===== src/rtl/o9_pkg.sv =====
// Shared widths, fetch-entry layout and status-state encoding for the o9 fetch path.
package o9_pkg;

    localparam int O9_ADDR_W = 16;
    localparam int O9_WORD_W = 32;
    localparam int O9_ENTRY_W = O9_WORD_W + O9_ADDR_W;

    typedef struct packed {
        logic [O9_WORD_W-1:0] word;
        logic [O9_ADDR_W-1:0] pc;
    } o9_fetch_entry_t;

    typedef enum logic {
        O9_STALL = 1'b0,
        O9_FETCH = 1'b1
    } o9_fetch_state_t;

    function automatic logic [O9_ADDR_W-1:0] o9_pc_inc(input logic [O9_ADDR_W-1:0] pc);
        return pc + 16'd1;
    endfunction

endpackage


===== src/rtl/o9_fetch_queue.sv =====
// Circular prefetch FIFO: push at tail, pop at head, flush empties it in one edge.
module o9_fetch_queue
    import o9_pkg::*;
#(
    parameter int DEPTH = 4
) (
    input  logic                         clock,
    input  logic                         reset,
    input  logic                         flush,
    input  logic                         push,
    input  logic [O9_ENTRY_W-1:0]        push_data,
    input  logic                         pop,
    output logic [O9_ENTRY_W-1:0]        head_data,
    output logic [$clog2(DEPTH+1)-1:0]   count,
    output logic                         full
);

    localparam int PTR_W = $clog2(DEPTH);
    localparam int CNT_W = $clog2(DEPTH + 1);

    o9_fetch_entry_t  slots [DEPTH];
    logic [PTR_W-1:0] head;
    logic [PTR_W-1:0] tail;
    logic             empty;
    logic             do_push;
    logic             do_pop;

    // Pointers wrap at DEPTH, which need not be a power of two.
    function automatic logic [PTR_W-1:0] ptr_next(input logic [PTR_W-1:0] p);
        return (p == PTR_W'(DEPTH - 1)) ? '0 : p + 1'b1;
    endfunction

    assign full      = (count == CNT_W'(DEPTH));
    assign empty     = (count == '0);
    assign do_push   = push && !full && !flush;
    assign do_pop    = pop && !empty && !flush;
    assign head_data = slots[head];

    always_ff @(posedge clock) begin
        if (reset || flush) begin
            head  <= '0;
            tail  <= '0;
            count <= '0;
        end else begin
            if (do_push) begin
                tail <= ptr_next(tail);
            end
            if (do_pop) begin
                head <= ptr_next(head);
            end
            case ({do_push, do_pop})
                2'b10:   count <= count + 1'b1;
                2'b01:   count <= count - 1'b1;
                default: count <= count;
            endcase
        end
    end

    // Storage is never reset; the top masks the head while the queue is empty.
    always_ff @(posedge clock) begin
        if (do_push && !reset) begin
            slots[tail] <= o9_fetch_entry_t'(push_data);
        end
    end

endmodule


===== src/rtl/o9_fetch_unit.sv =====
// Instruction fetch unit: owns fetch_pc, the prefetch handshake and the fetch status.
// Optional O9_FETCH_PERF_EN adds perf_fetch_count / perf_stall_count outputs.
//
// state    | meaning
// ---------+------------------------------------------------------
// O9_FETCH | an enqueue happens at the edge closing this cycle
// O9_STALL | no enqueue this cycle (reset, redirect, busy or full)
module o9_fetch_unit
    import o9_pkg::*;
#(
    parameter int                   DEPTH    = 4,
    parameter logic [O9_ADDR_W-1:0] RESET_PC = 16'h0000
) (
    input  logic                 clock,
    input  logic                 reset,
    output logic [O9_ADDR_W-1:0] mem_address,
    input  logic [O9_WORD_W-1:0] mem_q,
    input  logic                 mem_busy,
    input  logic                 redirect_valid,
    input  logic [O9_ADDR_W-1:0] redirect_pc,
    output logic                 inst_valid,
    input  logic                 inst_ready,
    output logic [O9_WORD_W-1:0] inst_word,
    output logic [O9_ADDR_W-1:0] inst_pc
`ifdef O9_FETCH_PERF_EN
    ,
    output logic [31:0]          perf_fetch_count,
    output logic [31:0]          perf_stall_count
`endif
);

    logic [O9_ADDR_W-1:0]       fetch_pc;
    logic                       enq;
    logic                       deq;
    o9_fetch_state_t            state;
    logic [O9_ENTRY_W-1:0]      q_head;
    logic [$clog2(DEPTH+1)-1:0] q_count;
    logic                       q_full;
    o9_fetch_entry_t            head_entry;

    assign mem_address = fetch_pc;

    // Status is decided afresh every cycle; nothing carries over between cycles.
    always_comb begin
        enq   = 1'b0;
        deq   = 1'b0;
        state = O9_STALL;
        if (!reset && !redirect_valid) begin
            enq = !mem_busy && !q_full;
            deq = inst_valid && inst_ready;
        end
        if (enq) begin
            state = O9_FETCH;
        end
    end

    o9_fetch_queue #(
        .DEPTH(DEPTH)
    ) u_queue (
        .clock     (clock),
        .reset     (reset),
        .flush     (redirect_valid),
        .push      (enq),
        .push_data ({mem_q, fetch_pc}),
        .pop       (deq),
        .head_data (q_head),
        .count     (q_count),
        .full      (q_full)
    );

    assign head_entry = o9_fetch_entry_t'(q_head);
    assign inst_valid = !reset && (q_count != '0);
    assign inst_word  = inst_valid ? head_entry.word : '0;
    assign inst_pc    = inst_valid ? head_entry.pc   : '0;

    always_ff @(posedge clock) begin
        if (reset) begin
            fetch_pc <= RESET_PC;
        end else if (redirect_valid) begin
            fetch_pc <= redirect_pc;
        end else if (enq) begin
            fetch_pc <= o9_pc_inc(fetch_pc);
        end
    end

`ifdef O9_FETCH_PERF_EN
    always_ff @(posedge clock) begin
        if (reset) begin
            perf_fetch_count <= '0;
            perf_stall_count <= '0;
        end else begin
            if (enq) begin
                perf_fetch_count <= perf_fetch_count + 32'd1;
            end
            if (state == O9_STALL) begin
                perf_stall_count <= perf_stall_count + 32'd1;
            end
        end
    end
`else
`endif

endmodule


===== config.mk =====
export PLATFORM = sky130hd
export DESIGN_NAME = o9_fetch_unit
export DESIGN_NICKNAME = d
export VERILOG_FILES = /design/src/rtl/o9_pkg.sv /design/src/rtl/o9_fetch_queue.sv /design/src/rtl/o9_fetch_unit.sv
export SDC_FILE = /design/constraint.sdc
export NUM_CORES = 1
export LEC_CHECK = 0
export CORE_MARGIN = 2
export CORE_UTILIZATION = 35
export DETAILED_ROUTE_END_ITERATION = 10
export MAX_ROUTING_LAYER = met4
export PLACE_DENSITY = 0.59
export RECOVER_POWER = 25
export SETUP_SLACK_MARGIN = 0.2
export SYNTH_ARGS = -nofsm -noshare
export SYNTH_HDL_FRONTEND = slang
export SYNTH_SLANG_ARGS = --single-unit

===== constraint.sdc =====
create_clock -name clock -period 4.28 [get_ports clock]
set_clock_uncertainty 0.15 [all_clocks]
set_input_delay 1.284 -clock clock [delete_from_list [all_inputs] [get_ports clock]]
set_output_delay 1.284 -clock clock [all_outputs]
set_load 0.005 [all_outputs]

==> results of run 1 <==
-- per-layer routing --
metal / up-vias / wire [µm] / share of wire
met3: 24 / 871 / 0.049
met5: - / 0 / 0
met1: 2378 / 8015 / 0.45
met2: 136 / 8758 / 0.49
met4: 0 / 292 / 0.016
li1: 2153 / - / -
-- worst max-delay path: stages --
cell	delay (ns)
dlygate4sd2_1	0.26
inv_2	0.10
o31ai_4	0.13
buf_12	0.20
nor2b_1	0.13
clkdlybuf4s50_1	0.53
-- per-stage QoR --
stage	total power [mW]	TNS [ns]
detailed placement	2.598	-0.3050
finish	4.465	0
CTS	4.521	0
global placement	2.590	-0.1358
floorplan	2.473	0
global route	4.626	0
-- logic make-up after synthesis --
| family | after synthesis | share of synthesized area |
|---|---|---|
| mux | 52 | 0.1308 |
| xor+xnor | 9 | 0.009146 |
| simple gates | 123 | 0.08114 |
| compound gates | 32 | 0.02439 |
| fa+ha+maj | 8 | 0.01248 |
| buf+inv | 31 | 0.01510 |
| flops | 217 | 0.7270 |
-- final cells by class --
type	instances	area [µm²]
clock buffer	26	606.8
clock inverter	16	132.6
fill	2136	13170
inverter	8	30.03
multi-input combinational	224	2250
sequential	217	6271
tap	324	405.4
timing repair buffer	138	1386
-- what timing repair did --
item	in CTS	in global routing
gates cloned	1	0
gates resized for setup	6	3
setup endpoints to repair	49	41
hold buffers	0	0
-- final timing paths --
| kind | from | to | slack (ns) | cells past startpoint |
|---|---|---|---|---|
| setup / recovery | reset | inst_word[20] | 0.19 | 6 |
| hold / removal | u_queue.tail[1] | u_queue.tail[1] | 0.38 | 2 |
| setup reg to reg | u_queue.count[2] | u_queue.count[2] | 1.65 | 8 |
| hold reg to reg | u_queue.tail[1] | u_queue.tail[1] | 0.38 | 2 |
-- state kept, by name (all words and copies together), names as in the netlist, named ones only --
| name | flops |
|---|---|
| u_queue.head | 2 |
| u_queue.count | 3 |
| u_queue.tail | 2 |
| u_queue.slots | 192 |
| mem_address | 16 |
-- power by group through the flow --
stage	clock, mW	sequential, mW	combinational, mW
4_1_cts	1.97	2.37	0.184
3_5_place_dp	0	2.42	0.182
6_report	1.92	2.37	0.178
3_3_place_gp	0	2.41	0.177
5_1_grt	2.06	2.38	0.194
2_1_floorplan	0	2.41	0.0679
-- layout by cell type, fill, tap and decap left out, types with 8 or more instances in the layout --
master	Yosys	final
buf_4	0	15
clkbuf_16	0	23
clkdlybuf4s50_1	0	97
clkinv_2	0	10
dfxtp_1	25	23
dlygate4sd3_1	0	16
edfxtp_1	192	192
mux4_2	48	48
nand2_1	13	13
nand3_1	8	8
nor2_1	19	19
nor2b_1	49	46
o21ai_0	8	8
==> results.yml, run 1 <==
grt:
  grt_first_pass_wirelength_um: 28270
  grt_antenna_before_repair: 0
  busiest_layer: "met2"
  globalRouteOverflowTotal: 0
  track_usage: 0.1442
  use_met2: 0.2366
  use_met1: 0.1884
  grt_use_met3: 0.02789
  grt_max_degree: 49
  grt_pass1_vias: 5080
cells_and_area:
  drive_above_1_share: 0.2003
  area_delta_synth_final_pct: 28.57
  instances_no_fill: 953
  final_core_util: 0.4570
  finalNetCount: 673
  num_antenna_cells: 0
  final_area_mm2: 0.01108
placement:
  finalWeightedCongestion: 0.7913
  place_inst: 910
  dp_hpwl_um: 11230
  portBuffers: 117
  pre_cts_slack_ns: -0.05114
  placed_area_mm2: 0.01032
sta:
  slew_violations: 0
  rsz0062_at_grt: "yes"
  hold_ws_ns: 0.3832
  fmax_ghz: 0.2448
  period_share: 0.9545
  max_slew_margin: 0.5634
  setup_slack_ns: 0.1946
  tightest_slew_ns: 0.6494
  setup_violations: 0
  fin_crit_ns: 4.085
  hold_viol_final: 0
power_and_ir_drop:
  p_sw_mw: 0.8837
  p_int_mw: 3.581
  p_clk_frac: 0.429
  p_seq_frac: 0.531
  switching_share: 0.1979
  pwr-share-comb: 0.040
  power_leakage_nw: 3.519
  power.density_mw_per_mm2: 402.9
  ir_drop_mv: 0.2176
synth:
  synth_seq_area_share: 0.7270
  syn_inst: 472
  synth_edf_count: 192
  synth_area_mm2: 0.008620
  syn_area_per_cell_um2: 18.26
  yosys.area.top_type_share: 0.6689
  synth-main-ff-cell: "edfxtp_1"
  ys_ff_latch: 217
  ys_warn_count: 0
  synth_nets: 533
  async_flop_share: 0
  yosysTopAreaCell: "edfxtp_1"
  synth_most_common_cell: "edfxtp_1"
  yosys-top-cells-area: "edfxtp_1 67%, mux4_2 13%, dfxtp_1 5.8%"
  synthTopCellsByCount: "192 x edfxtp_1, 49 x nor2b_1, 48 x mux4_2, 25 x dfxtp_1, 19 x nor2_1"
  synth.distinct_cells: 45
clock_tree:
  path_clk_slew_ns: 0.06
  cts_root_buf: "clkbuf_16"
  clock_latency_ns: 0.51
  cts-htree-levels: 1
  clock_sink_count: 217
  cts_setup_buffers: 0
  cts_buffers: 23
  clk_path_buf_depth: 3
  tritoncts: "built"
die:
  die_w_um: 160.9
  placementRows: 57
  ios: 118
  start_util: 0.3555
  fp.dieH_um: 160.9
  die_area_mm2: 0.02590
  core_mm2: 0.02425
worst_setup_path:
  arrival_ns: 2.65
  critical_path.endpoint_type: "output pin"
  critical_path_class: "primary input to output pin"
  path_max_fanout: 27
  start_kind: "primary input"
  required_ns: 2.85
drt:
  drc: 0
  wl_per_cell_um: 18.82
  drtAntennaViolNets: 0
  dr_total_vias: 4691
  wl_um: 17940
  drt_iter0_markers: 261
  viasPerCell: 4.922
  drt-pass1-iter-count: 4
job:
  maxCapViolations: 0
outcome:
  outcome: "completed"
hold_path:
  min_path_type: "register to register"
Power figures use the tool's default switching activity.
==> run 2: changes to the inputs <==
- CTS_CLUSTER_DIAMETER: default -> 120
==> results of run 2 <==
The final DEF is identical to that of run 1; final timing and power are the same.
